===== src/rtl/bpsk_demod.sv =====
// bpsk_demod: integrate-and-dump BPSK demodulator that packs decided bits MSB-first into words.
// Define BPSK_DEMOD_METRIC_EN to add the |final| confidence output 'metric'.
module bpsk_demod #(
  parameter int SAMPLE_NUMBER = 256,
  parameter int SAMPLE_WIDTH = 12,
  parameter int DATA_WIDTH = 12
) (
  input  logic                    clk,
  input  logic                    rst_n,
  input  logic                    en,
  input  logic                    sync,
  input  logic [SAMPLE_WIDTH-1:0] sample_in,
  output logic                    bit_out,
  output logic                    bit_valid,
  output logic [DATA_WIDTH-1:0]   data_out,
  output logic                    data_valid
`ifdef BPSK_DEMOD_METRIC_EN
  ,
  output logic [SAMPLE_WIDTH+$clog2(SAMPLE_NUMBER)-1:0] metric
`endif
);
  localparam int LW = $clog2(SAMPLE_NUMBER);
  localparam int AW = SAMPLE_WIDTH + LW + 1;
  localparam int MW = SAMPLE_WIDTH + LW;
  localparam int CW = $clog2(DATA_WIDTH + 1);
  typedef enum logic {IDLE, RUN} state_t;
  state_t state, state_nxt;
  logic [LW-1:0] k;
  logic signed [AW-1:0] acc, smp, final_v;
  logic [CW-1:0] cnt;
  logic [DATA_WIDTH-1:0] sreg, word;
  logic last, dec, word_done;
  assign smp = signed'({{(LW+1){1'b0}}, sample_in});
  always_comb begin
    state_nxt = (state == IDLE && en) ? RUN : state;
    last = en && !sync && k == LW'(SAMPLE_NUMBER - 1);
    final_v = acc - smp;
    dec = !final_v[AW-1] && |final_v;
    word = {sreg[DATA_WIDTH-2:0], dec};
    word_done = cnt == CW'(DATA_WIDTH - 1);
  end
  always_ff @(posedge clk or negedge rst_n)
    if (!rst_n) state <= IDLE;
    else state <= state_nxt;
  always_ff @(posedge clk or negedge rst_n) begin
    if (!rst_n) begin
      k <= '0;
      acc <= '0;
      cnt <= '0;
      sreg <= '0;
      bit_out <= 1'b0;
      bit_valid <= 1'b0;
      data_out <= '0;
      data_valid <= 1'b0;
    end else begin
      bit_valid <= last && state == RUN;
      data_valid <= last && state == RUN && word_done;
      // sync restarts the symbol; a coincident sample becomes k=0
      if (sync) begin
        k <= en ? LW'(1) : '0;
        acc <= en ? smp : '0;
        cnt <= '0;
        sreg <= '0;
      end else if (en) begin
        k <= k + LW'(1);
        acc <= last ? '0 : k[LW-1] ? acc - smp : acc + smp;
        if (last) begin
          bit_out <= dec;
          sreg <= word;
          cnt <= word_done ? '0 : cnt + CW'(1);
          if (word_done) data_out <= word;
        end
      end
    end
  end
`ifdef BPSK_DEMOD_METRIC_EN
  always_ff @(posedge clk or negedge rst_n)
    if (!rst_n) metric <= '0;
    else if (last) metric <= final_v[AW-1] ? MW'(-final_v) : MW'(final_v);
`endif
endmodule


===== config.mk =====
export PLATFORM = sky130hd
export DESIGN_NAME = bpsk_demod
export DESIGN_NICKNAME = d
export VERILOG_FILES = /design/src/rtl/bpsk_demod.sv
export SDC_FILE = /design/constraint.sdc
export NUM_CORES = 1
export LEC_CHECK = 0
export ABC_AREA = 1
export CORE_MARGIN = 2
export CORE_UTILIZATION = 60
export CTS_BUF_LIST = sky130_fd_sc_hd__clkbuf_16
export DETAILED_ROUTE_END_ITERATION = 6
export DONT_BUFFER_PORTS = 1
export GPL_TIMING_DRIVEN = 0
export PLACE_DENSITY = 0.76
export SYNTH_ARGS = -nofsm -noshare
export SYNTH_HDL_FRONTEND = slang
export SYNTH_SLANG_ARGS = --single-unit

===== constraint.sdc =====
create_clock -name clk -period 3.11 [get_ports clk]
set_input_delay 0.1555 -clock clk [delete_from_list [all_inputs] [get_ports clk]]
set_output_delay 0.1555 -clock clk [all_outputs]
set_load 0.02 [all_outputs]

; Word level (Yosys, flattened, before mapping)
; Index checks and enable logic that the tools add are counted.
[classes]
add_sub_neg = 5
n_eq_ne = 2
mux = 15
bitwise = 2
reduce_logical = 14
[ops]
columns = cell, count
row1 = $mux 21, 4
row2 = $mux 11, 3
row3 = $add 21x12->21, 1
row4 = $reduce_or 21->1, 1
row5 = $sub 21x12->21, 1
row6 = $sub 21x13->21, 1
row7 = $mux 4, 4
row8 = $mux 8, 2
row9 = $mux 12, 1
row10 = $add 8x1->8 const B, 1
row11 = $eq 8x8->1 const B, 1
row12 = $logic_and 1x1->1, 6
row13 = $add 4x1->4 const B, 1
row14 = $eq 4x4->1 const B, 1
row15 = $reduce_and 4->1, 1
row16 = $reduce_bool 2->1, 2
row17 = $reduce_and 3->1, 1
row18 = $logic_not 1->1, 2
row19 = $not 1->1, 2
row20 = $reduce_and 2->1, 1
row21 = $mux 1, 1
[totals]
ff_bits = 60
input_bits = 16
output_inout_bits = 15
elab_cells = 47

; Depth between registers and ports, before layout
; Gate-level depths: netlist (run 1).
[logic_depth]
depth_word = 6
mapped_depth = 19
mapped_depth_nobuf = 19

; Worst setup path before layout (run 1)
; OpenSTA, ideal clock, no wires.
[synth_path]
path_type = input to register
startpoint = in sample_in[2]
endpoint = reg acc[16]
setup_time_ns = 0.126
t_arrival_ns = 2.366
required_ns = 2.984
slack_ns = 0.617
stages = 14
cell_sequence = nor3_1 > and3_1 > nand3_1 > nor3_1 > a31oi_1 > xor2_1 > ha_1 > nand2_1 > nor4_1 > a21oi_1 > o21bai_1 > nand2_1 > nand2_1 > o21ai_0
[synth_between]
elab_chain_len = 5
elab_cells_between_ends = 6
cone_classes = add/sub: 2 / mux: 4
[synth_rtl]
columns = item, line_no
row1 = start: declaration, 12  ; input logic [SAMPLE_WIDTH-1:0] sample_in,
row2 = $add 21x12->21 / $sub 21x12->21 (equally long branches), 66  ; acc <= last ? '0 : k[LW-1] ? acc - smp : acc + smp;
row3 = $mux 21 (*) (2 in a row), 66
row4 = $mux 21 (*), 64  ; end else if (en) begin
row5 = $mux 21 (*), 59  ; if (sync) begin
row6 = end signal: assignment, 61  ; acc <= en ? smp : '0;
row7 = end signal: assignment, 66
row8 = end: declaration, 29  ; logic signed [AW-1:0] acc, smp, final_v;
; Every way passes the cells marked *; elsewhere a longest branch is shown, timed or not. The select of a mux whose other input is x is not followed.
; A chain may end at the register's enable or synchronous reset.

; Worst setup path in the final report (run 1)
[layout_path]
startpoint = reg k[7]
endpoint = reg acc[14]
[layout_between]
elab_chain_len = 5
elab_cells_between_ends = 6
cone_classes = eq/ne: 1 / mux: 4 / reduce/logical: 1
[layout_rtl]
columns = item, line_no
row1 = start: declaration, 28  ; logic [LW-1:0] k;
row2 = start signal: assignment, 60  ; k <= en ? LW'(1) : '0;
row3 = start signal: assignment, 65  ; k <= k + LW'(1);
row4 = $eq 8x8->1, 36  ; last = en && !sync && k == LW'(SAMPLE_NUMBER - 1);
row5 = $logic_and 1x1->1, 36
row6 = $mux 21 (*), 66
row7 = $mux 21 (*), 64
row8 = $mux 21 (*), 59
; Marked as above.

==> results of run 1 <==
==> cells in the mapped netlist (all sizes together) (8+ instances only) <==
master and number:
nand2 212, inv 112, nor2 88, dfrtp 60
a21oi 45, o21ai 45, nand3 37, ha 34
xor2 18, o22ai 14, a31oi 12, nor3 8
==> cell families (layout without fill, tap and decap cells) <==
| kind of cell | after synthesis | count (layout) | synth area share (%) |
|---|---|---|---|
| AOI/OAI and AO/OA | 129 | 129 | 14.6 |
| buffers and inverters | 124 | 152 | 9.87 |
| adders and majority gates | 36 | 36 | 9.39 |
| xor gates and xnor gates | 22 | 22 | 3.89 |
| DFF | 60 | 60 | 30.3 |
| and+or+nand+nor | 368 | 368 | 31.9 |
==> power by group through the flow <==
stage | clock network (mW) | logic [mW] | registers (mW)
after floorplan | 0 | 1.33 | 0.943
after global placement | 0 | 1.60 | 0.976
after detailed placement | 0 | 1.64 | 0.979
after CTS | 0.920 | 1.68 | 0.966
after global routing | 0.966 | 1.95 | 0.979
final | 0.920 | 1.72 | 0.972
==> repair_timing <==
action / 4_1_cts / 5_1_grt
gates resized for setup: 0 / 3
hold endpoints to repair: 73 / 0
setup endpoints to repair: 0 / 3
hold buffers: 13 / 0
==> layout make-up <==
| class | count | area, um2 | share of cell area, % |
|---|---|---|---|
| inverter | 113 | 424 | 7.68 |
| clock buffer | 9 | 225 | 4.08 |
| tap | 105 | 131 | 2.38 |
| clock inverter | 7 | 51.3 | 0.929 |
| timing repair buffer | 13 | 148 | 2.67 |
| multi-input combinational | 555 | 2980 | 53.9 |
| buffer | 10 | 61.3 | 1.11 |
| sequential | 60 | 1500 | 27.2 |
==> critical path, stage by stage, from the launching register on <==
cell and delay [ns]:
dfrtp_1 0.37, clkbuf_1 0.25, or2_2 0.37, xor2_1 0.14
inv_1 0.06, ha_1 0.32, a21oi_1 0.23, o21ai_0 0.17
a21oi_2 0.23, o21ai_1 0.15, a21oi_1 0.15, inv_1 0.09
nand2_1 0.07, nand2_1 0.04, o21ai_0 0.17
==> state kept, by name, indices dropped and copies added, names as in the netlist <==
| signal | cells |
|---|---|
| k | 8 |
| bit_valid | 1 |
| bit_out | 1 |
| state | 1 |
| data_out | 12 |
| data_valid | 1 |
| sreg | 11 |
| acc | 21 |
| cnt | 4 |
==> layer usage <==
| metal | up-vias | global-route usage [%] | wire [um] |
|---|---|---|---|
| li1 | 2450 | - | - |
| met5 | - | 0 | 0 |
| met2 | 178 | 46.5 | 5710 |
| met4 | 0 | 14.1 | 455 |
| met1 | 2280 | 43.2 | 6020 |
| met3 | 33 | 4.31 | 799 |
==> path summary, 6_finish.rpt <==
path	to	slack [ns]
max	acc[14]	0.21
min	k[0]	0.01
max reg2reg	acc[14]	0.21
min reg2reg	state	0.48
max in group asynchronous	sreg[7]	2.49
min in group asynchronous	acc[10]	0.39
==> through the flow <==
stage / power, mW / worst slack (ns) / std cells
final: 3.61 / 0.207 / 872
after global routing: 3.89 / 0.00357 / 872
after CTS: 3.57 / 0.0962 / 873
after detailed placement: 2.62 / 0.0731 / 844
after global placement: 2.57 / 0.114 / 844
after floorplan: 2.27 / 0.617 / 739
==> reports/qor.csv, run 1 <==
stage,metric,value,unit
timing,final setup skew,0.00819,ns
routing,DR WL/cell,14.9,um
yosys,Post-synth EDFFs,0,
worst_setup_path,Crit. End Element,register,
floorplan,row count,33,
power_and_ir_drop,VDD IR-drop max,0.000364,V
yosys,Yosys top cell by area,dfrtp_1,
floorplan,I/O pins,31,
global_routing,GR Overflow Total,0,
global_routing,GRT Total Usage,30.6,%
yosys,yosys warns,0,
yosys,top cell type's share of synthesized area,30.3,%
worst_setup_path,Crit. Startpoint,k[7],
power_and_ir_drop,Flop pwr share,26.9,%
cells_and_area,"Design Area, Final",5520,um2
cts,Clk Tree Root Cell,clkbuf_16,
cells_and_area,nets,814,
worst_setup_path,critical path class,reg -> reg,
timing,RSZ-0062 raised after global routing,no,
cells_and_area,Layout fillers,682,
cells_and_area,share of layout cells above drive strength 1,6.52,%
cells_and_area,"most common cell after layout, fill and taps aside",nand2_1,
run,maximum capacitance violations,0,
placement,dpl cell area,5090,um2
timing,Tcrit/Tclk final,93.3,%
cts,Clock Tree Buf Depth,2,
timing,Pins Over Slew Limit,0,
hold_path,WHS Path Cells,2,
power_and_ir_drop,Comb pwr share,47.6,%
cts,htree depth,3,
routing,DRC errors left,0,
routing,routed vias,4941,
yosys,Synth area leaders,"dfrtp_1 (30%), nand2_1 (16%), ha_1 (8.6%)",
routing,DR pass1 iterations,5,
worst_setup_path,crit start category,register,
cts,Skew-Pair Late Insertion Delay,0.33,ns
worst_setup_path,Crit Path Max Fanout,10,
yosys,post-synthesis register bit count,60,
floorplan,Starting Density,61.3,%
cells_and_area,final design utilization,68.2,%
cts,clock buffer count from CTS,9,
cts,"Setup Fix Bufs, Post-CTS",0,
cells_and_area,most frequent cells in the layout,"nand2_1 (205), inv_1 (106), nor2_1 (84)",
yosys,Netlist Area Pre-Place,4960,um2
placement,DP HPWL,10100,um
power_and_ir_drop,Cell Pwr Density,654,nW/um2
power_and_ir_drop,Pleak,2.80,nW
cts,CTS tree,done,
power_and_ir_drop,Net Sw Frac,44.0,%
yosys,sequential area share after synthesis,30.3,%
routing,Iter 0 DRT Violations,373,
worst_setup_path,Worst R2R Start,k[7],
hold_path,HP Class,in -> reg,
yosys,Yosys cell types,46,
timing,min Tclk post-route,2.90,ns
yosys,cell count after synthesis,739,
power_and_ir_drop,net switching power,1.59,mW
placement,Placer Congestion,1.04,
timing,Slew @ Worst Pin,0.629,ns
cells_and_area,Area Overhead vs Synth,11.3,%
routing,vias per inst,5.67,
worst_setup_path,Critical Path RT,3.36,ns
power_and_ir_drop,P_int,2.02,mW
timing,"Setup violations, final",0,
cts,Worst-path clk slew,0.06,ns
cells_and_area,Diodes inserted,0,
yosys,syn_area_per_cell,6.71,um2
yosys,top_reg_cell synth,dfrtp_1,
cts,CTS sink cnt,60,
placement,IO buf count,0,
timing,fmax,344,MHz
hold_path,Worst Hold Launch,en,
routing,Routed Antenna Nets,0,
worst_setup_path,arrival time of the worst setup path,3.15,ns
timing,setup TNS,0,ns
timing,max_slew headroom,57.9,%
routing,DRT Wirelength,13000,um
timing,Fin Hold WS,0.0127,ns
yosys,async set or reset register ratio after synthesis,100,%
global_routing,first-pass GRT wire length,21200,um
global_routing,antenna violations before repair,0,
yosys,Mapped Nets,791,
floorplan,DIE WIDTH,94.9,um
timing,"Hold Vio Cnt, Final",0,
global_routing,largest net degree at the start of global routing,61,
global_routing,vias in the first global route,4508,
power_and_ir_drop,Clk pwr share,25.5,%
floorplan,die area,9010,um2
run_status,outcome,finished clean,
floorplan,Core ar.,8090,um2
worst_setup_path,Reg2Reg Depth,14,
floorplan,die height,94.9,um
(Power assumes the default switching activity.)
==> run 2, diff against run 1 <==
--- a/config.mk
+++ b/config.mk
@@ -7,12 +7,12 @@
 export LEC_CHECK = 0
 export ABC_AREA = 1
 export CORE_MARGIN = 2
-export CORE_UTILIZATION = 60
+export CORE_UTILIZATION = 59
 export CTS_BUF_LIST = sky130_fd_sc_hd__clkbuf_16
 export DETAILED_ROUTE_END_ITERATION = 6
 export DONT_BUFFER_PORTS = 1
 export GPL_TIMING_DRIVEN = 0
-export PLACE_DENSITY = 0.76
+export PLACE_DENSITY = 0.88
 export SYNTH_ARGS = -nofsm -noshare
 export SYNTH_HDL_FRONTEND = slang
 export SYNTH_SLANG_ARGS = --single-unit
==> constraint.sdc (replaced) <==
create_clock -name clk -period 2.6 [get_ports clk]
set_input_delay 0.13 -clock clk [delete_from_list [all_inputs] [get_ports clk]]
set_output_delay 0.13 -clock clk [all_outputs]
set_load 0.02 [all_outputs]
==> reports/qor.csv, run 2 (synthesis gave the netlist of run 1 again) <==
stage,metric,value,unit
power_and_ir_drop,Net Sw Frac,45.2,%
power_and_ir_drop,Clk pwr share,26.8,%
cells_and_area,Layout fillers,542,
global_routing,largest net degree at the start of global routing,61,
timing,Tcrit/Tclk final,105,%
placement,DP HPWL,10000,um
worst_setup_path,critical path class,reg -> reg,
power_and_ir_drop,P_int,2.73,mW
cells_and_area,final design utilization,71.8,%
timing,max_slew headroom,47.1,%
global_routing,GRT Total Usage,32.6,%
floorplan,die area,9150,um2
worst_setup_path,arrival time of the worst setup path,2.93,ns
run_status,outcome,"complete, but fails checks",
placement,placed cells,844,
cells_and_area,Area Overhead vs Synth,18.3,%
power_and_ir_drop,Comb pwr share,49.5,%
placement,Place WS,-0.416,ns
cells_and_area,Diodes inserted,0,
power_and_ir_drop,net switching power,2.25,mW
routing,DRT Wirelength,16700,um
cts,CTS sink cnt,60,
cts,clock buffer count from CTS,9,
floorplan,Core ar.,8180,um2
floorplan,Starting Density,60.7,%
cts,Skew-Pair Late Insertion Delay,0.33,ns
global_routing,antenna violations before repair,0,
timing,Pins Over Slew Limit,0,
run,maximum capacitance violations,0,
timing,Slew @ Worst Pin,0.791,ns
routing,Iter 0 DRT Violations,838,
cells_and_area,max reg flops,21,
cells_and_area,"Most flops, register",acc,
floorplan,row count,33,
placement,Placer Congestion,1.08,
timing,min Tclk post-route,2.73,ns
worst_setup_path,crit start category,register,
timing,RSZ-0062 raised after global routing,yes,
routing,DR WL/cell,19.1,um
timing,"Setup violations, final",9,
power_and_ir_drop,total power,4.98,mW
routing,DRC errors left,49,
cts,htree depth,3,
routing,routed vias,5638,
power_and_ir_drop,Cell Pwr Density,849,nW/um2
cells_and_area,Regs by FF count,"acc (21), data_out (12), sreg (11)",
global_routing,GR Overflow Total,0,
timing,setup TNS,-0.429,ns
worst_setup_path,Crit. End Element,register,
floorplan,die height,95.7,um
worst_setup_path,Crit Path Max Fanout,10,
power_and_ir_drop,Flop pwr share,23.7,%
timing,fmax,366,MHz
power_and_ir_drop,Pleak,2.90,nW
cells_and_area,most frequent cells in the layout,"nand2_1 (197), inv_1 (103), nor2_1 (77)",
worst_setup_path,Critical Path RT,2.80,ns
timing,final setup skew,0.00627,ns
timing,fin worst setup slack,-0.131,ns
cells_and_area,Post-Layout Cell Count,877,
cts,Worst-path clk slew,0.06,ns
routing,Routed Antenna Nets,0,
cells_and_area,nets,819,
floorplan,I/O pins,31,
placement,IO buf count,0,
cts,Clock Tree Buf Depth,2,
global_routing,first-pass GRT wire length,23300,um
timing,"Hold Vio Cnt, Final",0,
cells_and_area,share of layout cells above drive strength 1,13.9,%
run_status,violated checks,"DRC, setup timing",
power_and_ir_drop,VDD IR-drop max,0.000374,V
hold_path,HP Class,in -> reg,
cells_and_area,"most common cell after layout, fill and taps aside",nand2_1,
routing,DR pass1 iterations,7,
floorplan,DIE WIDTH,95.7,um
cts,CTS tree,done,
routing,vias per inst,6.43,
global_routing,vias in the first global route,5082,
cts,Clk Tree Root Cell,clkbuf_16,
-- run 2: final cells by class --
class | count | area (um2) | share of cell area, %
Sequential cell | 60 | 1500 | 25.6
Clock buffer | 9 | 225 | 3.84
Buffer | 10 | 68.8 | 1.17
Timing Repair Buffer | 18 | 185 | 3.16
Tap cell | 105 | 131 | 2.24
Multi-Input combinational cell | 555 | 3230 | 55.0
Inverter | 113 | 432 | 7.36
Clock inverter | 7 | 98.8 | 1.68
-- run 2: stage by stage --
step | instance area [um2] | hold WS, ns
CTS | 5600 | 0.00191
global placement | 5090 | -0.162
floorplan | 4960 | -0.166
global route | 5870 | 0.0269
detailed placement | 5090 | -0.163
finish | 5870 | 0.0180
-- run 2: path summary, 6_finish.rpt --
check	start	end	cells after the start	slack, ns
setup / recovery	k[7]	acc[13]	13	-0.13
hold / removal	en	k[4]	2	0.02
setup reg to reg	k[7]	acc[13]	13	-0.13
hold reg to reg	state	state	2	0.52
max in group asynchronous	rst_n	acc[2]	2	2.02
min in group asynchronous	rst_n	data_out[10]	2	0.34
-- run 2: per-layer routing --
metal	track usage, %	share of wire, %
met5	0	0
met4	11.5	6.3
met3	6.17	11
met2	54.2	45
met1	42.4	37
-- run 2: worst max-delay path, stage by stage (launching register included) --
cell and delay (ns):
dfrtp_1 0.42, buf_6 0.17, nor2_1 0.16, xor2_1 0.23, inv_1 0.09, ha_2 0.32
nand2_1 0.12, nand2_1 0.12, a31oi_1 0.24, nand3_1 0.18, a21oi_2 0.27, nand2_1 0.10
nand2_1 0.09, o22ai_1 0.08
-- run 2: timing repair --
action	in CTS	in global routing
hold buffers	13	0
setup buffers	1	4
resized for setup	12	68
endpoints found under the setup margin	14	19
hold endpoints to repair	73	0
pin swaps	0	15
-- run 2: power by group through the flow --
stage / Sequential [mW] / Clock (mW) / Combinational [mW]
CTS: 1.16 / 1.31 / 2.05
finish: 1.18 / 1.33 / 2.47
floorplan: 1.13 / 0 / 1.59
global route: 1.18 / 1.37 / 2.70
global placement: 1.16 / 0 / 1.88
detailed placement: 1.17 / 0 / 1.95
